**src/rtl/hamming_reg_ctrl.sv**
```systemverilog
// Sequencing controller for the Hamming-protected multi-mode shift register.
// It accepts one operation at a time over valid/ready and drives the register
// mode/load/enable for the exact cycle count of that operation. Between
// operations it opens periodic scrub windows with enable low, so the register's
// idle correction path can write back corrected data. It counts faulty scrub
// cycles in a saturating counter.
module hamming_reg_ctrl #(
  parameter int WIDTH          = 64,
  parameter int SCRUB_INTERVAL = 256,
  parameter int SCRUB_CYCLES   = 2,
  parameter int CNT_W          = $clog2(WIDTH + 1),
  parameter int ERR_W          = 16
) (
  input  logic             clk,
  input  logic             rst,
  input  logic             req_valid,
  output logic             req_ready,
  input  logic [1:0]       req_op,
  input  logic [CNT_W-1:0] req_count,
  output logic             busy,
  output logic             done,
  output logic             scrub_active,
  output logic [1:0]       reg_mode,
  output logic             reg_load,
  output logic             reg_enable,
  input  logic             reg_fault,
  output logic [ERR_W-1:0] corr_count
);

  localparam int TMR_W = $clog2(SCRUB_INTERVAL);
  localparam int SCW   = (SCRUB_CYCLES > 1) ? $clog2(SCRUB_CYCLES) : 1;

  localparam logic [TMR_W-1:0] TMR_MAX = TMR_W'(SCRUB_INTERVAL - 1);
  localparam logic [SCW-1:0]   SC_LAST = SCW'(SCRUB_CYCLES - 1);
  localparam logic [CNT_W-1:0] CNT_MAX = CNT_W'(WIDTH);
  localparam logic [1:0]       MODE_HOLD = 2'b11;

  typedef enum logic [2:0] {
    S_IDLE,
    S_LOAD,
    S_SHIFT,
    S_DONE,
    S_SCRUB
  } state_t;

  state_t           state_q, state_d;
  logic [1:0]       op_q, op_d;
  logic [CNT_W-1:0] cnt_q, cnt_d;
  logic [SCW-1:0]   sc_q, sc_d;
  logic [TMR_W-1:0] tmr_q, tmr_d;
  logic [ERR_W-1:0] corr_q, corr_d;

  logic             ready_q, ready_d;
  logic             busy_q, busy_d;
  logic             done_q, done_d;
  logic             scrub_q, scrub_d;
  logic [1:0]       mode_q, mode_d;
  logic             load_q, load_d;
  logic             en_q, en_d;

  // Requests longer than the register are clamped to a full-width shift.
  function automatic logic [CNT_W-1:0] clamp_count(input logic [CNT_W-1:0] c);
    return (c > CNT_MAX) ? CNT_MAX : c;
  endfunction

  // Scrub timer stops at the pending value until the scrub window clears it.
  function automatic logic [TMR_W-1:0] tmr_sat_inc(input logic [TMR_W-1:0] t);
    return (t == TMR_MAX) ? t : t + TMR_W'(1);
  endfunction

  // Fault counter sticks at all-ones instead of wrapping.
  function automatic logic [ERR_W-1:0] err_sat_inc(input logic [ERR_W-1:0] e);
    return (&e) ? e : e + ERR_W'(1);
  endfunction

  // Next-state logic; outputs are derived from the next state so they register cleanly.
  always_comb begin
    state_d = state_q;
    op_d    = op_q;
    cnt_d   = cnt_q;
    sc_d    = sc_q;
    corr_d  = corr_q;
    tmr_d   = (state_q == S_SCRUB) ? tmr_q : tmr_sat_inc(tmr_q);

    case (state_q)
      S_IDLE: begin
        // A due scrub wins over a simultaneous request.
        if (tmr_q == TMR_MAX) begin
          state_d = S_SCRUB;
          sc_d    = SC_LAST;
        end else if (req_valid) begin
          op_d  = req_op;
          cnt_d = clamp_count(req_count);
          if (req_op[1])
            state_d = S_LOAD;
          else if (clamp_count(req_count) == '0)
            state_d = S_DONE;
          else
            state_d = S_SHIFT;
        end
      end
      S_LOAD: begin
        if (op_q == 2'b11 || cnt_q == '0)
          state_d = S_DONE;
        else
          state_d = S_SHIFT;
      end
      S_SHIFT: begin
        cnt_d = cnt_q - CNT_W'(1);
        if (cnt_q == CNT_W'(1))
          state_d = S_DONE;
      end
      S_DONE: begin
        state_d = S_IDLE;
      end
      S_SCRUB: begin
        if (reg_fault)
          corr_d = err_sat_inc(corr_q);
        if (sc_q == '0) begin
          state_d = S_IDLE;
          tmr_d   = '0;
        end else begin
          sc_d = sc_q - SCW'(1);
        end
      end
      default: begin
        state_d = S_IDLE;
      end
    endcase

    en_d    = (state_d == S_LOAD) || (state_d == S_SHIFT);
    load_d  = (state_d == S_LOAD);
    mode_d  = en_d ? op_d : MODE_HOLD;
    busy_d  = (state_d != S_IDLE);
    done_d  = (state_d == S_DONE);
    scrub_d = (state_d == S_SCRUB);
    ready_d = (state_d == S_IDLE) && (tmr_d != TMR_MAX);
  end

  // Controller state and registered outputs, all returned to idle values on reset.
  always_ff @(posedge clk) begin
    if (rst) begin
      state_q <= S_IDLE;
      op_q    <= '0;
      cnt_q   <= '0;
      sc_q    <= '0;
      tmr_q   <= '0;
      corr_q  <= '0;
      ready_q <= 1'b1;
      busy_q  <= 1'b0;
      done_q  <= 1'b0;
      scrub_q <= 1'b0;
      mode_q  <= MODE_HOLD;
      load_q  <= 1'b0;
      en_q    <= 1'b0;
    end else begin
      state_q <= state_d;
      op_q    <= op_d;
      cnt_q   <= cnt_d;
      sc_q    <= sc_d;
      tmr_q   <= tmr_d;
      corr_q  <= corr_d;
      ready_q <= ready_d;
      busy_q  <= busy_d;
      done_q  <= done_d;
      scrub_q <= scrub_d;
      mode_q  <= mode_d;
      load_q  <= load_d;
      en_q    <= en_d;
    end
  end

  assign req_ready    = ready_q;
  assign busy         = busy_q;
  assign done         = done_q;
  assign scrub_active = scrub_q;
  assign reg_mode     = mode_q;
  assign reg_load     = load_q;
  assign reg_enable   = en_q;
  assign corr_count   = corr_q;

endmodule

```
**config.mk**
```make
export PLATFORM = sky130hd
export DESIGN_NAME = hamming_reg_ctrl
export DESIGN_NICKNAME = d
export VERILOG_FILES = /design/src/rtl/hamming_reg_ctrl.sv
export SDC_FILE = /design/constraint.sdc
export NUM_CORES = 1
export LEC_CHECK = 0
export CAP_MARGIN = 0
export CORE_MARGIN = 2
export CORE_UTILIZATION = 50
export CTS_CLUSTER_SIZE = 40
export DETAILED_ROUTE_END_ITERATION = 10
export PLACE_DENSITY = 0.76
export SLEW_MARGIN = 10
export SYNTH_ARGS = -nofsm -noshare
export SYNTH_HDL_FRONTEND = slang
export SYNTH_SLANG_ARGS = --single-unit
```
**constraint.sdc**
```tcl
create_clock -name clk -period 4.6 [get_ports clk]
set_input_delay 0.92 -clock clk [delete_from_list [all_inputs] [get_ports clk]]
set_output_delay 0.92 -clock clk [all_outputs]
set_load 0.1 [all_outputs]
```
# Yosys cells after proc, flatten, opt, wreduce, memory -nomap -nowiden
# Cells that the tools add are included.
[op_classes]
n_addsub = 4
mux = 22
reduce_logical = 15
eq_ne = 14
n_lt_le_gt_ge = 1
n_bitwise = 2
[ops]
columns = ["op", "n"]
rows = [
  ["two-way mux 8 bit", 4],
  ["two-way mux 7 bit", 3],
  ["adder 16 x 1 -> 16 bit (second input constant)", 1],
  ["AND reduction 16 bit", 1],
  ["logical NOT 7 bit", 2],
  ["one-hot mux 7 bit (2 select lines)", 1],
  ["two-way mux 3 bit", 4],
  ["one-hot mux 3 bit (4 select lines)", 1],
  ["equality test 3 x 2 -> 1 bit (second input constant)", 3],
  ["adder 8 x 1 -> 8 bit (second input constant)", 1],
  ["equality test 8 bit (second input constant)", 1],
  ["two-way mux 2 bit", 4],
  ["!= test 8 bit (second input constant)", 1],
  ["equality test 7 x 1 -> 1 bit (second input constant)", 1],
  ["> comparator 7 bit (second input constant)", 1],
  ["subtractor 7 x 1 -> 7 bit (second input constant)", 1],
  ["equality test 3 x 1 -> 1 bit (second input constant)", 2],
  ["equality test 3 bit (second input constant)", 2],
  ["logical NOT 3 bit", 2],
  ["!= test 2 bit (second input constant)", 3],
  ["AND reduction 3 bit", 2],
  ["two-way mux 1 bit", 4],
  ["nonzero test 2 bit", 2],
  ["nonzero test 3 bit", 1],
  ["other kinds (8)", 10],
]
[totals]
register_bits = 45
in_bits = 13
out_inout_bits = 24
elab_cells = 71

# Longest topological paths before layout
[logic_depth]
depth_word = 12
mapped_depth = 8
mapped_depth_nobuf = 7

# Worst setup path after synthesis
# Ideal clock, no wire load.
[synth_timing]
kind = "register to register"
from = "reg corr_q[6], in the netlist corr_count[6]"
to = "reg corr_q[14], in the netlist corr_count[14]"
t_required_ns = 4.472
path_buffers = 1
setup_time_ns = 0.128
slack_ns = 2.091
stages_incl_launch_ff = 7
period_less_slack_ns = 2.509
arrival_time_ns = 2.382
path_cell_list = "dfxtp_1 nand4_1 nor4_2 buf_2 nand3b_1 xor2_1 nor2_1"
[synth_via]
elab_chain_len = 3
elab_cells_between_ends = 4
cone_classes = "1 x add/sub; 1 x bitwise; 2 x reduce/logical"
[synth_rtl]
columns = ["element", "line_no", "text"]
rows = [
  ["start, declared", "51", "logic [ERR_W-1:0] corr_q, corr_d;"],
  ["start signal, assigned", "162", "corr_q <= corr_d;"],
  ["branches (longest 3 deep; another with adder 16 x 1 -> 16 bit)", "--", ""],
]
# Several ways; the timed one is not identified.
# A chain may end at the register's enable or synchronous reset.

# Worst setup path in the final report
[layout_timing]
from = "reg corr_q[6], in the netlist corr_count[6]"
to = "out corr_count[6]"
[layout_rtl]
columns = ["element", "line_no", "text"]
rows = [
  ["end, declared", "27", "output logic [ERR_W-1:0] corr_count"],
]
# No word-level cell between the ends.

==> summary.md <==
| Metric | Value |
|---|---|
| Sequential-to-total area share from yosys stat | `0.399` |
| Actual slew at the worst max-slew pin | `974 ps` |
| Initial core utilization | `0.518` |
| Post-Syn Nets | `283` |
| CTS root buf | `clkbuf_8` |
| Met2 routed WL | `2250 um` |
| Seq cells post-synth | `45` |
| Ys async rst share | `0` |
| Max_cap viols | `0` |
| Crit path buf inv count | `1` |
| Post-synth EDFFs | `0` |
| Mapped Cells | `266` |
| Final hold violations | `0` |
| GRT Total Usage | `0.200` |
| Synth top area cells | `dfxtp_1 40%, nor2_1 5.7%, xnor2_1 5.0%, a21oi_1 3.8%, nand2_1 3.3%` |
| DP Cell Count | `342` |
| Pleak | `0.954 nW` |
| Highest routed layer | `met4` |
| Peak VDD IR | `0.192 mV` |
| Post-DP HPWL | `3470 um` |
| Layout fillers | `365` |
| H-tree depth | `2` |
| Critical Path, Cell by Cell | `clkdlybuf4s50_1` |
| Final WS setup | `1730 ps` |
| Hold crit path type | `flip-flop to flip-flop` |
| Clock sink count | `45` |
| Port bufs | `36` |
| Cell area after synthesis | `2260 um^2` |
| Total length of routed wires | `4860 um` |
| RSZ-0062 raised after global routing | `no` |
| Fin crit period | `2870 ps` |
| GPL Wtd Cong | `0.866` |
| Core box area | `4350 um^2` |
| Die X-Extent | `71.2 um` |
| Clk Latency, worst-skew pair | `300 ps` |
| Synth unique cells | `52` |
| Synth top cells by count | `45 x dfxtp_1, 34 x nor2_1, 20 x nand2_1` |
| Hold Crit Start | `cnt_q[5]$_SDFFE_PP0P_` |
| Vias in the first global route | `1821` |
| # rows | `24` |
| Avg Vias per Cell | `5.86` |
| Relative slew slack | `0.348` |
| CP Capture Type | `primary output` |
| Critical Path Fanout Max | `7` |
| Residual DRC | `0` |
| Gr ovfl total | `0` |
| Setup crit start | `corr_count[6]$_SDFFE_PP0P_` |
| Post-Layout Cell Count | `350` |
| Register Area | `901 um^2` |
| Synth Flop Type | `dfxtp_1` |
| Initial antenna violation count | `0` |
| Share of layout cells above drive strength 1 | `0.0638` |
| First-pass GRT wire length | `8190 um` |
| M1 WL | `2300 um` |
| Share of the synthesized area in the top cell type | `0.399` |
| Clk slew on worst S/H paths | `90 ps` |
| Cell Area, Placed | `2630 um^2` |
| Final setup vio count | `0` |
| Sum Neg Setup Slack | `0 ps` |
| Area taken by multi-input logic gates | `1270 um^2` |
| CP startpoint kind | `flip-flop` |
| Area leader, netlist | `dfxtp_1` |
| WL met3 | `249 um` |
| CTS tree | `built` |
| Most frequent cell after synthesis | `dfxtp_1` |
| CTS Buf Count | `5` |
| Post-synthesis area per instance | `8.48 um^2` |
| Post-route cell area | `2770 um^2` |
| First-pass DRT Iterations | `4` |
| Area grow syn2layout | `22.7%` |
| Final core utilization | `0.636` |
| Required time of the worst setup path | `3680 ps` |
| Postcts setup bufs | `0` |
| Number of top-level pins | `37` |
| Routed len/inst | `13.9 um` |
| Ys Warns | `0` |
| Crit path DAT | `1950 ps` |
| DIE HEIGHT | `71.2 um` |
| Crit-path slowest cell | `clkdlybuf4s50_1` |
| Largest net degree at the start of global routing | `30` |
| Outcome | `finished, final reports clean` |
| PD cells | `344 nW/um^2` |
| CP Class | `flip-flop to primary output` |
| Worst path max stage delay | `1180 ps` |
| Clk_skew | `5.31 ps` |
| Fin. max-slew vios | `0` |
| Post-layout nets | `314` |
| Routed Antenna Nets | `0` |
| Fmax | `0.349 GHz` |
| Pre-CTS WS | `1700 ps` |
| DR vias | `2051` |
| DR iter-0 viols | `183` |
| Cts repair resizes | `0` |
| Crit Reg-Reg Startpoint | `state_q[2]$_SDFF_PP0_` |
| Antenna fix cells | `0` |
| Die area | `5070 um^2` |
| Delay-heaviest family, CP | `buffers and inverters` |
| Hold Buf Count CTS | `0` |
| Period utilisation layout | `0.624` |
| R2r setup slk | `2420 ps` |
| CTS Buffer Depth | `2` |
==> worst min-delay path: cells and delay by family, from the launching register on <==
family             cells  cell delay [ps]
AOI/OAI and AO/OA      2              140
DFF                    1              330
==> logic make-up (layout without fill, tap and decap cells) <==
kind of cell    count (synthesis)  after routing  synth area share
compound gates                 54             54             0.156
xor+xnor                       16             16            0.0621
fa+ha+maj                       4              4            0.0222
buf+inv                        20             52            0.0399
flops                          45             45             0.399
mux                             5              5            0.0233
simple gates                  122            122             0.297
==> state kept, by name (all words and copies together), names as in the netlist <==
name and cells:
req_ready 1, sc_q 1, done 1, cnt_q 7
busy 1, reg_load 1, reg_enable 1, tmr_q 8
op_q 2, state_q 3, corr_count 16, reg_mode 2
scrub_active 1
==> worst paths after layout <==
path                            endpoint  depth (start not counted)
max reg2reg  corr_count[10]$_SDFFE_PP0P_                          5
min reg2reg        cnt_q[5]$_SDFFE_PP0P_                          2
min                cnt_q[5]$_SDFFE_PP0P_                          2
max                        corr_count[6]                          1
==> layout make-up <==
| cell class | count | area share |
|---|---|---|
| Multi-Input combinational cell | 201 | 0.460 |
| Timing Repair Buffer | 37 | 0.133 |
| Sequential cell | 45 | 0.325 |
| Inverter | 7 | 0.00949 |
| Clock buffer | 5 | 0.0249 |
| Clock inverter | 3 | 0.0235 |
| Tap cell | 52 | 0.0235 |
==> through the flow <==
stage / power [W] / hold slack (ps)
after floorplan: 0.000565 / 478
after global placement: 0.000606 / 499
after detailed placement: 0.000608 / 504
after CTS: 0.000956 / 518
after global routing: 0.000990 / 543
final: 0.000953 / 518
==> cell usage in the layout (no fill, tap or decap), types with 3 or more instances in the layout <==
cell             count
dfxtp_1             45
clkdlybuf4s50_1     36
nor2_1              34
nand2_1             20
a21oi_1             17
nor3_1              13
xnor2_1             13
o21ai_0             11
nand3_1             11
inv_1                7
nand4_1              7
nor3b_1              5
nor4_1               5
clkbuf_8             5
a311oi_1             4
nor2b_1              4
ha_1                 4
and4_1               3
a31oi_1              3
mux2i_1              3
xor2_1               3
a211oi_1             3
==> where the power goes <==
part / switching (W) / total, W / internal, W
Combinational: 0.000113 / 0.000175 / 0.0000615
Clock: 0.000137 / 0.000353 / 0.000216
Sequential: 0.0000164 / 0.000425 / 0.000409
==> metal layers <==
| layer | global-route usage | up-vias |
|---|---|---|
| met1 | 0.257 | 968 |
| met4 | 0.0608 | 0 |
| met3 | 0.0527 | 5 |
| li1 | - | 1028 |
| met2 | 0.327 | 50 |
| met5 | 0 | - |
Power figures use the tool's default switching activity.
